==> src/rtl/bin_to_bcd_seq_pkg.sv <==
// Shared constants and FSM encoding for the sequential binary-to-BCD converter
// and the display stages that consume its output.
package bin_to_bcd_seq_pkg;

  localparam int unsigned BCD_W = 4;

  typedef enum logic [1:0] {
    IDLE  = 2'd0,
    SHIFT = 2'd1,
    DONE  = 2'd2
  } state_e;

endpackage

==> src/rtl/bin_to_bcd_seq_add3.sv <==
// Double-dabble digit correction: a digit of 5 or more gets 3 added so that
// the following left shift carries correctly into the next decimal digit.
module bcd_add3
  import bin_to_bcd_seq_pkg::*;
(
  input  logic [BCD_W-1:0] digit_i,
  output logic [BCD_W-1:0] digit_o
);

  always_comb begin
    digit_o = digit_i;
    if (digit_i >= BCD_W'(5)) digit_o = digit_i + BCD_W'(3);
  end

endmodule

==> src/rtl/bin_to_bcd_seq.sv <==
// Sequential double-dabble converter: one shift per clock, N shifts per
// conversion, result and overflow registered on entry to DONE.
module bin_to_bcd_seq
  import bin_to_bcd_seq_pkg::*;
#(
  parameter int unsigned N      = 14,
  parameter int unsigned DIGITS = 4
) (
  input  logic                  clk,
  input  logic                  reset,
  input  logic                  start,
  input  logic [N-1:0]          bin_in,
  output logic                  busy,
  output logic                  done,
  output logic [4*DIGITS-1:0]   bcd_out,
  output logic                  overflow
);

  localparam int unsigned CW = $clog2(N + 1);
  localparam int unsigned SW = BCD_W * (DIGITS + 1);
  localparam int unsigned OW = BCD_W * DIGITS;

  state_e          state_q, state_d;
  logic [CW-1:0]   cnt_q, cnt_d;
  logic [SW-1:0]   scr_q, scr_d, scr_adj;
  logic [N-1:0]    bin_q, bin_d;
  logic [OW-1:0]   bcd_q, bcd_d;
  logic            ovf_q, ovf_d;

  for (genvar g = 0; g < DIGITS + 1; g++) begin : g_add3
    bcd_add3 u_add3 (
      .digit_i (scr_q[g*BCD_W +: BCD_W]),
      .digit_o (scr_adj[g*BCD_W +: BCD_W])
    );
  end

  always_ff @(posedge clk) begin
    if (reset) begin
      state_q <= IDLE;
      cnt_q   <= '0;
      scr_q   <= '0;
      bin_q   <= '0;
      bcd_q   <= '0;
      ovf_q   <= 1'b0;
    end else begin
      state_q <= state_d;
      cnt_q   <= cnt_d;
      scr_q   <= scr_d;
      bin_q   <= bin_d;
      bcd_q   <= bcd_d;
      ovf_q   <= ovf_d;
    end
  end

  // SHIFT lingers one cycle with the counter at zero; that cycle loads the
  // result registers so they are already valid while done is high.
  always_comb begin
    state_d = state_q;
    cnt_d   = cnt_q;
    scr_d   = scr_q;
    bin_d   = bin_q;
    bcd_d   = bcd_q;
    ovf_d   = ovf_q;
    unique case (state_q)
      IDLE: begin
        if (start) begin
          state_d = SHIFT;
          bin_d   = bin_in;
          scr_d   = '0;
          cnt_d   = CW'(N);
        end
      end
      SHIFT: begin
        if (cnt_q != '0) begin
          {scr_d, bin_d} = {scr_adj[SW-2:0], bin_q, 1'b0};
          cnt_d          = cnt_q - CW'(1);
        end else begin
          state_d = DONE;
          bcd_d   = scr_q[OW-1:0];
          ovf_d   = |scr_q[SW-1 -: BCD_W];
        end
      end
      DONE:    state_d = IDLE;
      default: state_d = IDLE;
    endcase
  end

  always_comb begin
    busy     = (state_q != IDLE);
    done     = (state_q == DONE);
    bcd_out  = bcd_q;
    overflow = ovf_q;
  end

endmodule

==> config.mk <==
export PLATFORM = sky130hd
export DESIGN_NAME = bin_to_bcd_seq
export DESIGN_NICKNAME = d
export VERILOG_FILES = /design/src/rtl/bin_to_bcd_seq_pkg.sv /design/src/rtl/bin_to_bcd_seq_add3.sv /design/src/rtl/bin_to_bcd_seq.sv
export SDC_FILE = /design/constraint.sdc
export NUM_CORES = 1
export LEC_CHECK = 0
export CAP_MARGIN = 20
export CORE_MARGIN = 3
export CORE_UTILIZATION = 58
export DETAILED_ROUTE_END_ITERATION = 10
export GPL_ROUTABILITY_DRIVEN = 0
export PLACE_DENSITY = 0.84
export SLEW_MARGIN = 20
export SYNTH_ARGS = -nofsm -noshare
export SYNTH_HDL_FRONTEND = slang
export SYNTH_SLANG_ARGS = --single-unit
==> constraint.sdc <==
create_clock -name clk -period 3.4 [get_ports clk]
set_clock_uncertainty 0.05 [all_clocks]
set_input_delay 0.34 -clock clk [delete_from_list [all_inputs] [get_ports clk]]
set_output_delay 0.34 -clock clk [all_outputs]
set_load 0.01 [all_outputs]
### Word-level counts from Yosys, hierarchy flattened

Cells that the tools add are included.

| word-level totals | value |
|---|---|
| memory bits (read-only) | 0 |
| register bits after elaboration | 57 |
| output and inout bits | 19 |
| latch bits | 0 |
| logic and storage cells | 48 |
| RAM bits | 0 |
| memories kept | 0 |
| bits of input ports | 17 |

| operators by class | value |
|---|---|
| order comparisons | 5 |
| reduce and logical (&&, ||, !) cells | 8 |
| shift operators | 0 |
| divide/modulo/power cells | 0 |
| eq/ne operators | 5 |
| $add $sub $neg | 6 |
| $mul | 0 |
| muxes and demuxes | 17 |
| bitwise gates (word level) | 1 |

Operator list:

| kind | number |
|---|---|
| $mux W20 | 2 |
| $pmux W20 S2 | 1 |
| $mux W14 | 2 |
| $pmux W14 S2 | 1 |
| $mux W4 | 6 |
| $ge A4 B3 Y1 const B | 5 |
| $add A4 B2 Y4 const B | 4 |
| $pmux W4 S2 | 1 |
| $ne A2 B2 Y1 const B | 3 |
| $mux W2 | 2 |
| $pmux W2 S2 | 1 |
| $reduce_and A2 Y1 | 2 |
| $reduce_bool A2 Y1 | 2 |
| $reduce_bool A4 Y1 | 1 |
| $reduce_or A4 Y1 | 1 |
| $sub A4 B1 Y4 const B | 1 |
| $add A3 B2 Y3 const B | 1 |
| $mux W3 | 1 |
| $reduce_and A3 Y1 | 1 |
| $eq A2 B1 Y1 const B | 1 |
| $eq A2 B2 Y1 const B | 1 |
| $logic_not A2 Y1 | 1 |
| $not A1 Y1 | 1 |

### Longest topological paths before layout

Gate-level depths: netlist (run 1).

| logic depth | value |
|---|---|
| depth in word-level cells | 4 |
| gate-level depth with buffers | 7 |
| gate-level depth less buffers | 6 |

### Cells and area by module

A second synthesis (run 1) with hierarchy kept.

| unflattened totals | value |
|---|---|
| cells, all modules | 364 |
| area total of the unflattened synthesis | 3030.4 um^2 |

Modules (own cells, without submodules):

| module | area each (um^2) | cells each | instances |
|---|---|---|---|
| bin_to_bcd_seq | 2523.7 | 284 | 1 |
| bcd_add3 | 101.3 | 16 | 5 |

### Least setup slack after synthesis (run 1)

No wires, ideal clock.

| timing | value |
|---|---|
| path kind | flip-flop to flip-flop |
| start | register cnt_q[0] |
| end | register bcd_q[12] (netlist: bcd_out[12]) |
| library setup time | 0.071 ns |
| path buffers | 1 |
| clock period less this slack | 1.617 ns |
| arrival time | 1.496 ns |
| setup slack | 1.783 ns |
| required time | 3.279 ns |
| stages on the path, launching flop included | 8 |
| path through | dfxtp_1 -> inv_1 -> ha_1 -> or3b_1 -> nor2_4 -> buf_4 -> nand2_1 -> a21oi_1 |

| between the ends | value |
|---|---|
| word-level cells in the longest chain between the ends | 3 |

RTL lines:

| what | RTL line | text |
|---|---|---|
| start, declared | bin_to_bcd_seq.sv:24 | `logic [CW-1:0] cnt_q, cnt_d;` |
| start signal, assigned | bin_to_bcd_seq.sv:47 | `cnt_q <= cnt_d;` |
| $reduce_bool A4 Y1 | bin_to_bcd_seq.sv:74 | `if (cnt_q != '0) begin` |
| $not A1 Y1 (no line) | n/a |  |
| $reduce_and A2 Y1 (no line) | n/a |  |
| end signal, assigned | bin_to_bcd_seq.sv:43 | `bcd_q <= '0;` |
| end signal, assigned | bin_to_bcd_seq.sv:50 | `bcd_q <= bcd_d;` |
| end, declared | bin_to_bcd_seq.sv:27 | `logic [OW-1:0] bcd_q, bcd_d;` |

No other way between the ends.
A chain may end at the register's enable or synchronous reset.

### Worst setup path in the final report (run 1)

| timing | value |
|---|---|
| start | register state_q[1] |
| end | register scr_q[14] |

| between the ends | value |
|---|---|
| word-level cells in the longest chain between the ends | 3 |

RTL lines:

| what | RTL line | text |
|---|---|---|
| start, declared | bin_to_bcd_seq.sv:23 | `state_e state_q, state_d;` |
| start signal, assigned | bin_to_bcd_seq.sv:46 | `state_q <= state_d;` |
| $eq A2 B1 Y1 or $logic_not A2 Y1 (tied branches) | bin_to_bcd_seq.sv:64 | `unique case (state_q)` |
| $ne A2 B2 Y1 (no line) or $reduce_bool A2 Y1 (tied branches) | n/a |  |
| $reduce_and A3 Y1 (no line) | n/a |  |
| end signal, assigned | bin_to_bcd_seq.sv:48 | `scr_q <= scr_d;` |
| end, declared | bin_to_bcd_seq.sv:25 | `logic [SW-1:0] scr_q, scr_d, scr_adj;` |

Several ways; a longest one is shown, not always the timed one.

==> run_summary.xml, run 1 <==
<?xml version="1.0" encoding="UTF-8"?>
<metrics>
  <group name="run_status">
    <metric name="status" unit="">finished, final reports clean</metric>
  </group>
  <group name="logic_synthesis">
    <metric name="synth_cell_type_count" unit="">36</metric>
    <metric name="yosys.area_share.xor_xnor" unit="%">1.67</metric>
    <metric name="synth_area_leaders" unit="">dfxtp_1 (43%), nand2_1 (8.6%), a21oi_1 (6.1%), ha_1 (5.7%), a311oi_2 (4.6%)</metric>
    <metric name="synthSimpleGateAreaFrac" unit="%">19.9</metric>
    <metric name="netlist_instances" unit="">297</metric>
    <metric name="ys.warnings.count" unit="">0</metric>
    <metric name="synth_top_cell_area_share" unit="%">43.4</metric>
    <metric name="synthesis.nets" unit="">326</metric>
    <metric name="fraction_of_the_mapped_netlist_area_in_compound_gates" unit="%">22.2</metric>
    <metric name="synth_top_family_by_area" unit="">compound AO/OA/AOI/OAI gates</metric>
    <metric name="synth.avg_cell_area" unit="um2">8.84</metric>
    <metric name="synthTopCellsByCount" unit="">nand2_1 (60), dfxtp_1 (57), a21oi_1 (32)</metric>
    <metric name="dominantRegCellSynth" unit="">dfxtp_1</metric>
    <metric name="adder_cell_area_share_of_the_yosys_netlist" unit="%">5.72</metric>
    <metric name="synthArstFlopShare" unit="%">0</metric>
    <metric name="synth.mux.area_fraction" unit="%">1.91</metric>
    <metric name="netlist_area" unit="um2">2630</metric>
    <metric name="yosysSeqAreaShare" unit="%">43.4</metric>
    <metric name="yosys.cell_count.top_type" unit="">nand2_1</metric>
    <metric name="synth-edff-count" unit="">0</metric>
    <metric name="synth.ff_latch_count" unit="">57</metric>
    <metric name="synth.largest_area_cell" unit="">dfxtp_1</metric>
  </group>
  <group name="clocking">
    <metric name="clkSlewWorstSetupHoldPaths" unit="ps">70</metric>
    <metric name="worst_skew_pair.late_latency" unit="ps">330</metric>
    <metric name="cts_tree" unit="">built</metric>
    <metric name="cts_root_buf" unit="">clkbuf_8</metric>
    <metric name="clock_path_buffers" unit="">2</metric>
    <metric name="postCtsSetupBuffers" unit="">0</metric>
    <metric name="cts_resized" unit="">0</metric>
    <metric name="h_tree_level_count" unit="">3</metric>
    <metric name="cts-buffers-inserted" unit="">9</metric>
    <metric name="cts-hold-fix-buffers" unit="">0</metric>
    <metric name="cts.sink_count" unit="">57</metric>
  </group>
  <group name="final_layout">
    <metric name="layout-area-overhead-vs-synth" unit="%">21.4</metric>
    <metric name="layout.filler_cells" unit="">306</metric>
    <metric name="design.final.nets" unit="">359</metric>
    <metric name="finish.cell_count_without_fillers" unit="">385</metric>
    <metric name="antenna_cells" unit="">0</metric>
    <metric name="fraction_of_final_layout_cells_with_drive_strength_greater_than_1" unit="%">10.1</metric>
  </group>
  <group name="power">
    <metric name="p_int" unit="uW">1230</metric>
    <metric name="clock_power_share" unit="%">43.5</metric>
    <metric name="max-vdd-ir-drop" unit="mV">0.446</metric>
    <metric name="combinationalPowerShare" unit="%">12.7</metric>
    <metric name="p_seq_share" unit="%">43.7</metric>
    <metric name="switching_power" unit="uW">422</metric>
    <metric name="switching_share" unit="%">25.5</metric>
    <metric name="power-per-cell-area" unit="nW/um2">519</metric>
    <metric name="power.static_leakage" unit="uW">0.00117</metric>
  </group>
  <group name="grt">
    <metric name="grt_max_degree" unit="">30</metric>
    <metric name="grtUsageTotal" unit="%">22.4</metric>
    <metric name="globalRouteOverflowTotal" unit="">0</metric>
    <metric name="number_of_global_route_vias_before_repair" unit="">2049</metric>
    <metric name="grt_first_pass_wirelength" unit="mm">9.33</metric>
    <metric name="number_of_antenna_violations_at_the_first_check_in_global_routing" unit="">0</metric>
  </group>
  <group name="detailed_routing">
    <metric name="detail_route.wl_per_cell" unit="um">14.2</metric>
    <metric name="vias_per_cell" unit="">5.69</metric>
    <metric name="vias" unit="">2192</metric>
    <metric name="detail_route.drc_violations" unit="">0</metric>
    <metric name="wirelength" unit="mm">5.49</metric>
    <metric name="firstDrtPassIters" unit="">4</metric>
    <metric name="postRouteAntennaNets" unit="">0</metric>
    <metric name="drt-initial-drc-count" unit="">133</metric>
  </group>
  <group name="sta">
    <metric name="worstMarginPinSlew" unit="ps">743</metric>
    <metric name="clock.fmax" unit="MHz">449</metric>
    <metric name="holdWs" unit="ps">404</metric>
    <metric name="setup_ws" unit="ps">1170</metric>
    <metric name="fin_crit_sh" unit="%">65.5</metric>
    <metric name="setup-tns-final" unit="ps">0</metric>
    <metric name="finalWorstPathRequiredPeriod" unit="ps">2230</metric>
    <metric name="setup_violations" unit="">0</metric>
    <metric name="timing_hold_violations_final" unit="">0</metric>
    <metric name="final_max_slew_viol_count" unit="">0</metric>
    <metric name="grt_setup_unrepaired" unit="">false</metric>
    <metric name="timing.max_slew.rel_slack" unit="%">50.3</metric>
  </group>
  <group name="floorplanning">
    <metric name="num_io_pins" unit="">36</metric>
    <metric name="floorplan.initialDensity" unit="%">62.9</metric>
    <metric name="row_count" unit="">23</metric>
    <metric name="die_width" unit="um">73.3</metric>
    <metric name="placeableCoreArea" unit="um2">4170</metric>
    <metric name="die_outline_area" unit="um2">5370</metric>
    <metric name="die-height" unit="um">73.3</metric>
  </group>
  <group name="setup_path">
    <metric name="critical_path_cell_by_cell" unit="">nand2b_1 -&gt; o21ai_4 -&gt; nor2_4 -&gt; a22o_1</metric>
    <metric name="critPathSlowestCell" unit="">o21ai_4</metric>
    <metric name="timing.critical_path.fanout_max" unit="">24</metric>
    <metric name="max_stage_delay" unit="ps">760</metric>
    <metric name="critPathCaptureType" unit="">flop</metric>
    <metric name="cp-start-kind" unit="">flop</metric>
    <metric name="criticalPathCategory" unit="">flop to flop</metric>
    <metric name="critPathRequiredTime" unit="ps">3570</metric>
    <metric name="worst-endpoint-arrival" unit="ps">2400</metric>
  </group>
  <group name="job">
    <metric name="maxCapViolCount" unit="">0</metric>
  </group>
  <group name="place">
    <metric name="post-dp-hpwl" unit="mm">3.49</metric>
    <metric name="buffer_ports.inserted" unit="">35</metric>
    <metric name="placedCellCount" unit="">369</metric>
    <metric name="pre_cts_ws" unit="ps">1100</metric>
  </group>
  <group name="worst_hold_path">
    <metric name="worstHoldPathType" unit="">flop to flop</metric>
  </group>
</metrics>
## logic make-up after synthesis
group,count (synthesis)
compound gates,78
flops,57
mux,5
simple gates,113
fa+ha+maj,12
buf+inv,27
xor+xnor,5
## final timing paths
kind                            cells past startpoint  startpoint  slack, ps    endpoint
worst max-delay path                                4  state_q[1]       1170   scr_q[14]
worst max register to register                      4  state_q[1]       1170   scr_q[14]
worst min register to register                      2  bcd_out[5]        400  bcd_out[5]
worst min-delay path                                2  bcd_out[5]        400  bcd_out[5]
## metrics by stage
stage	util (%)	cell area, um2	power (uW)
2_1_floorplan	-	2630	901
3_3_place_gp	70.9	2960	942
3_5_place_dp	70.9	2960	948
4_1_cts	76.4	3190	1660
5_1_grt	76.4	3190	1720
6_report	76.4	3190	1650
## cell usage in the layout, fill, tap and decap left out, types with 2 or more instances in the layout
cell type / netlist / layout
xnor2_1: 5 / 5
nor2_4: 2 / 2
or3b_1: 2 / 2
o2bb2ai_1: 4 / 4
a21oi_1: 32 / 32
o211ai_1: 5 / 5
a31oi_1: 2 / 2
a311oi_2: 8 / 8
nand3_1: 5 / 5
a22o_1: 10 / 10
o21ai_0: 5 / 5
nor2_1: 24 / 24
nor2b_1: 2 / 2
ha_1: 12 / 12
bufinv_16: 0 / 2
dfxtp_1: 57 / 57
clkdlybuf4s50_1: 0 / 34
clkinv_2: 0 / 2
buf_4: 2 / 2
clkbuf_8: 0 / 11
a22oi_1: 4 / 4
a311oi_1: 4 / 4
nand2_1: 60 / 60
nand2b_1: 6 / 6
mux2i_1: 5 / 5
nor3b_1: 5 / 5
or3_1: 2 / 2
inv_1: 12 / 12
## worst max-delay path: cells and delay by family, from the launching register on
| kind | cells | cell delay, ps |
|---|---|---|
| flops | 1 | 340 |
| simple gates | 2 | 660 |
| compound gates | 2 | 1050 |
## power groups by stage
stage	registers, uW	logic [uW]	clock network, uW
floorplan	732	169	0
global placement	736	206	0
detailed placement	737	211	0
CTS	723	213	726
global route	726	235	757
finish	723	211	720
## routing by layer
metal | global-route usage [%] | up-vias | wire length, um
met2 | 34.8 | 47 | 2630
met5 | 0 | - | 0
met4 | 11.9 | 0 | 92
met1 | 28.4 | 1028 | 2540
met3 | 6.02 | 10 | 224
li1 | - | 1107 | -
## layout make-up
class,count,area [um2],area share [%]
flip-flops and latches,57,1140,35.8
well taps,50,62.6,1.96
inverters,12,45.0,1.41
repair buffers,37,360,11.3
multi-input cells,213,1350,42.3
clock buffers,11,151,4.75
clock inverters,5,77.6,2.43
## flip-flops by register name (all words and copies together), names as in the netlist
| signal | cells |
|---|---|
| overflow | 1 |
| bcd_out | 16 |
| state_q | 2 |
| cnt_q | 4 |
| scr_q | 20 |
| bin_q | 14 |
(Power assumes the default switching activity.)
==> inputs of run 2 (changes only) <==
--- a/config.mk
+++ b/config.mk
@@ -7,10 +7,10 @@
 export LEC_CHECK = 0
 export CAP_MARGIN = 20
 export CORE_MARGIN = 3
-export CORE_UTILIZATION = 58
+export CORE_UTILIZATION = 49
 export DETAILED_ROUTE_END_ITERATION = 10
 export GPL_ROUTABILITY_DRIVEN = 0
-export PLACE_DENSITY = 0.84
+export PLACE_DENSITY = 0.75
 export SLEW_MARGIN = 20
 export SYNTH_ARGS = -nofsm -noshare
 export SYNTH_HDL_FRONTEND = slang
==> constraint.sdc (replaced) <==
create_clock -name clk -period 1.85 [get_ports clk]
set_clock_uncertainty 0.05 [all_clocks]
set_input_delay 0.185 -clock clk [delete_from_list [all_inputs] [get_ports clk]]
set_output_delay 0.185 -clock clk [all_outputs]
set_load 0.01 [all_outputs]
==> run_summary.xml, run 2 (same netlist as run 1, synthesis figures left out) <==
<?xml version="1.0" encoding="UTF-8"?>
<metrics>
  <group name="final_layout">
    <metric name="antenna_cells" unit="">0</metric>
    <metric name="largest-register" unit="">scr_q</metric>
    <metric name="fraction_of_final_layout_cells_with_drive_strength_greater_than_1" unit="%">13.3</metric>
    <metric name="finish.cell_count_without_fillers" unit="">416</metric>
    <metric name="final_cell_utilization_of_the_core" unit="%">65.6</metric>
    <metric name="layout.cells.most_common" unit="">nand2_1</metric>
    <metric name="final_cell_mix" unit="">nand2_1 (60), dfxtp_1 (57), clkdlybuf4s50_1 (34)</metric>
    <metric name="layout.filler_cells" unit="">438</metric>
    <metric name="largest_register_ffs" unit="">20</metric>
    <metric name="layout-area-overhead-vs-synth" unit="%">28.4</metric>
    <metric name="design.final.nets" unit="">370</metric>
  </group>
  <group name="power">
    <metric name="switching_power" unit="uW">811</metric>
    <metric name="p_int" unit="uW">2400</metric>
    <metric name="clock_power_share" unit="%">43.8</metric>
    <metric name="power-per-cell-area" unit="nW/um2">951</metric>
    <metric name="combinationalPowerShare" unit="%">14.8</metric>
    <metric name="power.static_leakage" unit="uW">0.00124</metric>
    <metric name="p_seq_share" unit="%">41.4</metric>
    <metric name="max-vdd-ir-drop" unit="mV">0.750</metric>
    <metric name="switching_share" unit="%">25.3</metric>
  </group>
  <group name="detailed_routing">
    <metric name="detail_route.drc_violations" unit="">0</metric>
    <metric name="detail_route.wl_per_cell" unit="um">13.1</metric>
    <metric name="drt-initial-drc-count" unit="">70</metric>
    <metric name="firstDrtPassIters" unit="">4</metric>
    <metric name="vias" unit="">2234</metric>
    <metric name="postRouteAntennaNets" unit="">0</metric>
    <metric name="vias_per_cell" unit="">5.37</metric>
    <metric name="wirelength" unit="mm">5.43</metric>
  </group>
  <group name="setup_path">
    <metric name="critical_path_cell_by_cell" unit="">inv_1 -&gt; ha_1 -&gt; or3b_1 -&gt; nand2_1 -&gt; nor2_4 -&gt; a22o_1</metric>
    <metric name="criticalPathCategory" unit="">flop to flop</metric>
    <metric name="cp-start-kind" unit="">flop</metric>
    <metric name="critPathCaptureType" unit="">flop</metric>
    <metric name="rr_endpoint" unit="">scr_q[14]</metric>
    <metric name="worst-r2r-setup-slack" unit="ps">100</metric>
    <metric name="timing.critical_path.fanout_max" unit="">10</metric>
    <metric name="critPathRequiredTime" unit="ps">2020</metric>
    <metric name="cpLargestDelayFamily" unit="">simple AND/OR/NAND/NOR gates</metric>
    <metric name="worst_r2r_path_depth" unit="">6</metric>
    <metric name="critical_path.n_buffers_inverters" unit="">1</metric>
    <metric name="crit_end" unit="">scr_q[14]</metric>
    <metric name="timing.critical_path.depth" unit="">6</metric>
    <metric name="startpoint_of_the_most_critical_setup_path" unit="">cnt_q[0]</metric>
    <metric name="max_stage_delay" unit="ps">450</metric>
    <metric name="critPathSlowestCell" unit="">or3b_1</metric>
    <metric name="worst_r2r_startpoint" unit="">cnt_q[0]</metric>
    <metric name="worst-endpoint-arrival" unit="ps">1920</metric>
  </group>
  <group name="clocking">
    <metric name="cts_root_buf" unit="">clkbuf_8</metric>
    <metric name="worst_skew_pair.late_latency" unit="ps">330</metric>
    <metric name="clkSlewWorstSetupHoldPaths" unit="ps">70</metric>
    <metric name="h_tree_level_count" unit="">3</metric>
    <metric name="cts_tree" unit="">built</metric>
    <metric name="cts.sink_count" unit="">57</metric>
    <metric name="clock_path_buffers" unit="">2</metric>
    <metric name="cts-buffers-inserted" unit="">9</metric>
  </group>
  <group name="sta">
    <metric name="setup-tns-final" unit="ps">0</metric>
    <metric name="finalWorstPathRequiredPeriod" unit="ps">1750</metric>
    <metric name="clock.fmax" unit="MHz">572</metric>
    <metric name="timing_hold_violations_final" unit="">0</metric>
    <metric name="setup_violations" unit="">0</metric>
    <metric name="grt_setup_unrepaired" unit="">true</metric>
    <metric name="timing.max_slew.rel_slack" unit="%">59.9</metric>
    <metric name="worstMarginPinSlew" unit="ps">601</metric>
    <metric name="fin_crit_sh" unit="%">94.5</metric>
    <metric name="final_max_slew_viol_count" unit="">0</metric>
  </group>
  <group name="grt">
    <metric name="globalRouteOverflowTotal" unit="">0</metric>
    <metric name="grt_max_degree" unit="">24</metric>
    <metric name="grt_first_pass_wirelength" unit="mm">9.54</metric>
    <metric name="number_of_antenna_violations_at_the_first_check_in_global_routing" unit="">0</metric>
    <metric name="grtUsageTotal" unit="%">19.1</metric>
    <metric name="number_of_global_route_vias_before_repair" unit="">2159</metric>
  </group>
  <group name="worst_hold_path">
    <metric name="worstHoldPathType" unit="">input port to flop</metric>
    <metric name="timing.hold.worst.start" unit="">reset</metric>
  </group>
  <group name="place">
    <metric name="post-dp-hpwl" unit="mm">3.86</metric>
    <metric name="buffer_ports.inserted" unit="">35</metric>
    <metric name="placedCellCount" unit="">398</metric>
  </group>
  <group name="floorplanning">
    <metric name="num_io_pins" unit="">36</metric>
    <metric name="die_width" unit="um">79.2</metric>
    <metric name="die-height" unit="um">79.2</metric>
    <metric name="placeableCoreArea" unit="um2">5140</metric>
    <metric name="row_count" unit="">26</metric>
    <metric name="floorplan.initialDensity" unit="%">51.1</metric>
    <metric name="die_outline_area" unit="um2">6270</metric>
  </group>
  <group name="run_status">
    <metric name="status" unit="">finished, final reports clean</metric>
  </group>
  <group name="job">
    <metric name="maxCapViolCount" unit="">0</metric>
  </group>
</metrics>
-- run 2: changes by cell type in the layout (fill, tap and decap cells not counted), sizes merged --
cell      change
clkbuf        -1
bufinv        +1
clkinvlp      +1
buf          +10
-- run 2: routing by layer --
layer  GRT usage, %  wire length (um)  vias up
met2           33.2              2670       34
met3           5.44               208        8
li1               -                 -     1129
met1           22.5              2500     1063
met5              0                 0        -
met4           6.19                57        0
-- run 2: worst min path at each step --
stage               slack, ps  cells after the start          end
floorplan                 300                      2     bin_q[0]
global placement          400                      2   bcd_out[8]
detailed placement        400                      2  bcd_out[15]
CTS                       120                      2     scr_q[0]
global route              160                      2     scr_q[0]
finish                    140                      2     scr_q[0]
-- run 2: stage by stage --
step           hold WS, ps  cell area [um2]  setup slack (ps)  power (uW)
2_1_floorplan          296             2630               233        1660
3_3_place_gp           395             3080              40.2        1780
3_5_place_dp           398             3080              12.2        1790
4_1_cts                123             3320              25.9        3200
5_1_grt                165             3370             -21.9        3330
6_report               137             3370               101        3210
-- run 2: area by class of cell --
type	count	area, um2	share of cell area [%]
sequential	57	1140	33.8
clock inverter	7	119	3.53
tap	70	87.6	2.60
multi-input combinational	213	1360	40.3
timing repair buffer	48	498	14.8
clock buffer	9	124	3.67
inverter	12	45.0	1.34
-- run 2: timing repair --
action	in CTS	in global routing
pin swaps	0	2
endpoints found under the setup margin	1	12
hold buffers	0	0
resized for setup	1	1
gates cloned	0	1
setup buffers	0	1
-- run 2: power by group through the flow --
stage               Sequential, uW  Combinational, uW  Clock, uW
detailed placement            1350                439          0
CTS                           1330                440       1430
floorplan                     1350                311          0
global placement              1350                430          0
finish                        1330                474       1400
global route                  1340                524       1470
==> inputs of run 3 (changes only) <==
--- a/config.mk
+++ b/config.mk
@@ -5,12 +5,13 @@
 export SDC_FILE = /design/constraint.sdc
 export NUM_CORES = 1
 export LEC_CHECK = 0
+export ABC_AREA = 1
 export CAP_MARGIN = 20
 export CORE_MARGIN = 3
-export CORE_UTILIZATION = 49
+export CORE_UTILIZATION = 50
 export DETAILED_ROUTE_END_ITERATION = 10
 export GPL_ROUTABILITY_DRIVEN = 0
-export PLACE_DENSITY = 0.75
+export PLACE_DENSITY = 0.76
 export SLEW_MARGIN = 20
 export SYNTH_ARGS = -nofsm -noshare
 export SYNTH_HDL_FRONTEND = slang
==> run_summary.xml, run 3 <==
<?xml version="1.0" encoding="UTF-8"?>
<metrics>
  <group name="run_status">
    <metric name="status" unit="">finished, final reports clean</metric>
  </group>
  <group name="logic_synthesis">
    <metric name="synth_top_cell_area_share" unit="%">40.4</metric>
    <metric name="synth.largest_area_cell" unit="">dfxtp_1</metric>
    <metric name="netlist_area" unit="um2">2830</metric>
    <metric name="synthArstFlopShare" unit="%">0</metric>
    <metric name="synth-edff-count" unit="">0</metric>
    <metric name="ys.warnings.count" unit="">0</metric>
    <metric name="synth_cell_type_count" unit="">26</metric>
    <metric name="synth.avg_cell_area" unit="um2">7.05</metric>
    <metric name="synthesis.nets" unit="">430</metric>
    <metric name="dominantRegCellSynth" unit="">dfxtp_1</metric>
    <metric name="synth.ff_latch_count" unit="">57</metric>
    <metric name="netlist_instances" unit="">401</metric>
    <metric name="yosys.cell_count.top_type" unit="">nand2_1</metric>
    <metric name="synth_area_leaders" unit="">dfxtp_1 (40%), nand2_1 (12%), nand3_1 (7.3%), a21oi_1 (6.4%), nor2_1 (5.8%)</metric>
    <metric name="yosysSeqAreaShare" unit="%">40.4</metric>
    <metric name="synthTopCellsByCount" unit="">nand2_1 (93), dfxtp_1 (57), nor2_1 (44)</metric>
  </group>
  <group name="setup_path">
    <metric name="criticalPathCategory" unit="">flop to primary output</metric>
    <metric name="critPathCaptureType" unit="">primary output</metric>
    <metric name="cp-start-kind" unit="">flop</metric>
    <metric name="critPathRequiredTime" unit="ps">1620</metric>
    <metric name="worst_r2r_path_depth" unit="">8</metric>
    <metric name="max_stage_delay" unit="ps">530</metric>
    <metric name="cpLargestDelayFamily" unit="">buffers and inverters</metric>
    <metric name="critical_path_cell_by_cell" unit="">inv_1 -&gt; nand2_1 -&gt; clkdlybuf4s50_1</metric>
    <metric name="rr_endpoint" unit="">scr_q[3]</metric>
    <metric name="worst-endpoint-arrival" unit="ps">1470</metric>
    <metric name="critical_path.n_buffers_inverters" unit="">2</metric>
    <metric name="timing.critical_path.fanout_max" unit="">3</metric>
    <metric name="critPathSlowestCell" unit="">clkdlybuf4s50_1</metric>
    <metric name="worst-r2r-setup-slack" unit="ps">220</metric>
    <metric name="worst_r2r_startpoint" unit="">cnt_q[0]</metric>
  </group>
  <group name="final_layout">
    <metric name="antenna_cells" unit="">0</metric>
    <metric name="largest_register_ffs" unit="">20</metric>
    <metric name="multi_input_comb_area" unit="um2">1430</metric>
    <metric name="layout-area-overhead-vs-synth" unit="%">22.3</metric>
    <metric name="fraction_of_final_layout_cells_with_drive_strength_greater_than_1" unit="%">9.30</metric>
    <metric name="final_design_area_no_fill" unit="um2">3460</metric>
    <metric name="largest-register" unit="">scr_q</metric>
    <metric name="seqCellArea" unit="um2">1140</metric>
    <metric name="design.final.nets" unit="">466</metric>
    <metric name="finish.cell_count_without_fillers" unit="">511</metric>
    <metric name="layout.filler_cells" unit="">485</metric>
    <metric name="layout.cells.most_common" unit="">nand2_1</metric>
    <metric name="final_cell_mix" unit="">nand2_1 (93), dfxtp_1 (57), nor2_1 (44)</metric>
  </group>
  <group name="floorplanning">
    <metric name="die_width" unit="um">81.2</metric>
    <metric name="die-height" unit="um">81.2</metric>
    <metric name="num_io_pins" unit="">36</metric>
    <metric name="row_count" unit="">26</metric>
    <metric name="die_outline_area" unit="um2">6590</metric>
    <metric name="floorplan.initialDensity" unit="%">53.6</metric>
    <metric name="placeableCoreArea" unit="um2">5270</metric>
  </group>
  <group name="detailed_routing">
    <metric name="firstDrtPassIters" unit="">4</metric>
    <metric name="detail_route.drc_violations" unit="">0</metric>
    <metric name="vias" unit="">2675</metric>
    <metric name="wirelength" unit="mm">6.51</metric>
    <metric name="vias_per_cell" unit="">5.23</metric>
    <metric name="drt-initial-drc-count" unit="">154</metric>
    <metric name="detail_route.wl_per_cell" unit="um">12.7</metric>
    <metric name="postRouteAntennaNets" unit="">0</metric>
  </group>
  <group name="sta">
    <metric name="setup_violations" unit="">0</metric>
    <metric name="grt_setup_unrepaired" unit="">false</metric>
    <metric name="fin_crit_sh" unit="%">92.0</metric>
    <metric name="setup-tns-final" unit="ps">0</metric>
    <metric name="worstMarginPinSlew" unit="ps">394</metric>
    <metric name="final_max_slew_viol_count" unit="">0</metric>
    <metric name="finalWorstPathRequiredPeriod" unit="ps">1700</metric>
    <metric name="timing_hold_violations_final" unit="">0</metric>
    <metric name="clock.fmax" unit="MHz">588</metric>
    <metric name="timing.max_slew.rel_slack" unit="%">73.7</metric>
  </group>
  <group name="worst_hold_path">
    <metric name="worst_hold_depth" unit="">3</metric>
    <metric name="min_delay_worst_endpoint" unit="">bin_q[0]</metric>
    <metric name="worstHoldPathType" unit="">input port to flop</metric>
    <metric name="timing.hold.worst.start" unit="">bin_in[0]</metric>
  </group>
  <group name="place">
    <metric name="placedCellCount" unit="">496</metric>
    <metric name="placement.cell_area" unit="um2">3230</metric>
    <metric name="buffer_ports.inserted" unit="">35</metric>
    <metric name="post-dp-hpwl" unit="mm">4.29</metric>
  </group>
  <group name="grt">
    <metric name="number_of_antenna_violations_at_the_first_check_in_global_routing" unit="">0</metric>
    <metric name="number_of_global_route_vias_before_repair" unit="">2485</metric>
    <metric name="grt_first_pass_wirelength" unit="mm">11.0</metric>
    <metric name="globalRouteOverflowTotal" unit="">0</metric>
    <metric name="grt_max_degree" unit="">33</metric>
    <metric name="grtUsageTotal" unit="%">21.4</metric>
  </group>
  <group name="clocking">
    <metric name="cts.sink_count" unit="">57</metric>
    <metric name="cts-buffers-inserted" unit="">9</metric>
    <metric name="clock_path_buffers" unit="">2</metric>
    <metric name="cts_root_buf" unit="">clkbuf_8</metric>
    <metric name="h_tree_level_count" unit="">3</metric>
    <metric name="cts-hold-fix-buffers" unit="">0</metric>
    <metric name="clkSlewWorstSetupHoldPaths" unit="ps">60</metric>
    <metric name="worst_skew_pair.late_latency" unit="ps">340</metric>
    <metric name="cts_resized" unit="">0</metric>
    <metric name="postCtsSetupBuffers" unit="">0</metric>
    <metric name="cts_tree" unit="">built</metric>
  </group>
  <group name="job">
    <metric name="maxCapViolCount" unit="">0</metric>
  </group>
  <group name="power">
    <metric name="power-per-cell-area" unit="nW/um2">959</metric>
    <metric name="power.static_leakage" unit="uW">0.00149</metric>
    <metric name="max-vdd-ir-drop" unit="mV">0.598</metric>
  </group>
</metrics>
run 3: layout make-up:
type | count | share of cell area, %
Multi-Input combinational cell | 288 | 41.3
Sequential cell | 57 | 33.0
Timing Repair Buffer | 44 | 12.5
Clock buffer | 13 | 4.89
Inverter | 37 | 4.09
Tap cell | 70 | 2.53
Clock inverter | 2 | 1.74
run 3: worst register-to-register path, cell delays in order (launching register included):
cell	delay (ps)
dfxtp_1	320
inv_1	90
ha_1	270
nand2_2	130
nand2_4	80
nand2_2	90
inv_2	320
nand2_1	90
a21oi_1	130
run 3: cell families after synthesis:
kind of cell / Yosys count / share of synthesized area, %
adders and majority gates: 12 / 5.31
DFF: 57 / 40.4
AOI/OAI and AO/OA: 75 / 13.9
buffers and inverters: 56 / 9.12
and+or+nand+nor: 201 / 31.3
run 3: how the worst max path moves through the flow:
stage / slack (ps) / from / endpoint / cells after the start
final: 150 / state_q[0] / busy / 3
after global routing: 70 / cnt_q[0] / scr_q[3] / 8
after CTS: 140 / state_q[0] / busy / 3
after detailed placement: 270 / cnt_q[0] / scr_q[16] / 9
after global placement: 310 / cnt_q[0] / scr_q[16] / 9
after floorplan: 440 / cnt_q[0] / bin_q[10] / 9
run 3: report_power, final:
group	switching [uW]	total, uW	leakage, uW	internal [uW]
logic	349	592	0.000907	243
clock network	477	1340	0.000116	862
registers	56.5	1380	0.000465	1330
total	883	3320	0.00149	2430
run 3: metrics by stage:
step	setup slack [ps]	hold slack (ps)	total power, uW	utilization (%)
after floorplan	436	307	1800	-
after global placement	308	384	1980	61.3
after detailed placement	270	393	1990	61.3
after CTS	142	395	3330	65.6
after global routing	70.3	424	3480	65.6
final	149	402	3320	65.6
run 3: routing by layer:
layer / up-vias / share of wire (%) / wire [um] / GRT usage (%)
met3: 9 / 4.0 / 260 / 7.87
met4: 0 / 1.3 / 87 / 6.59
met2: 49 / 48 / 3150 / 36.0
met1: 1238 / 46 / 3010 / 25.5
met5: - / 0 / 0 / 0
li1: 1379 / - / - / -
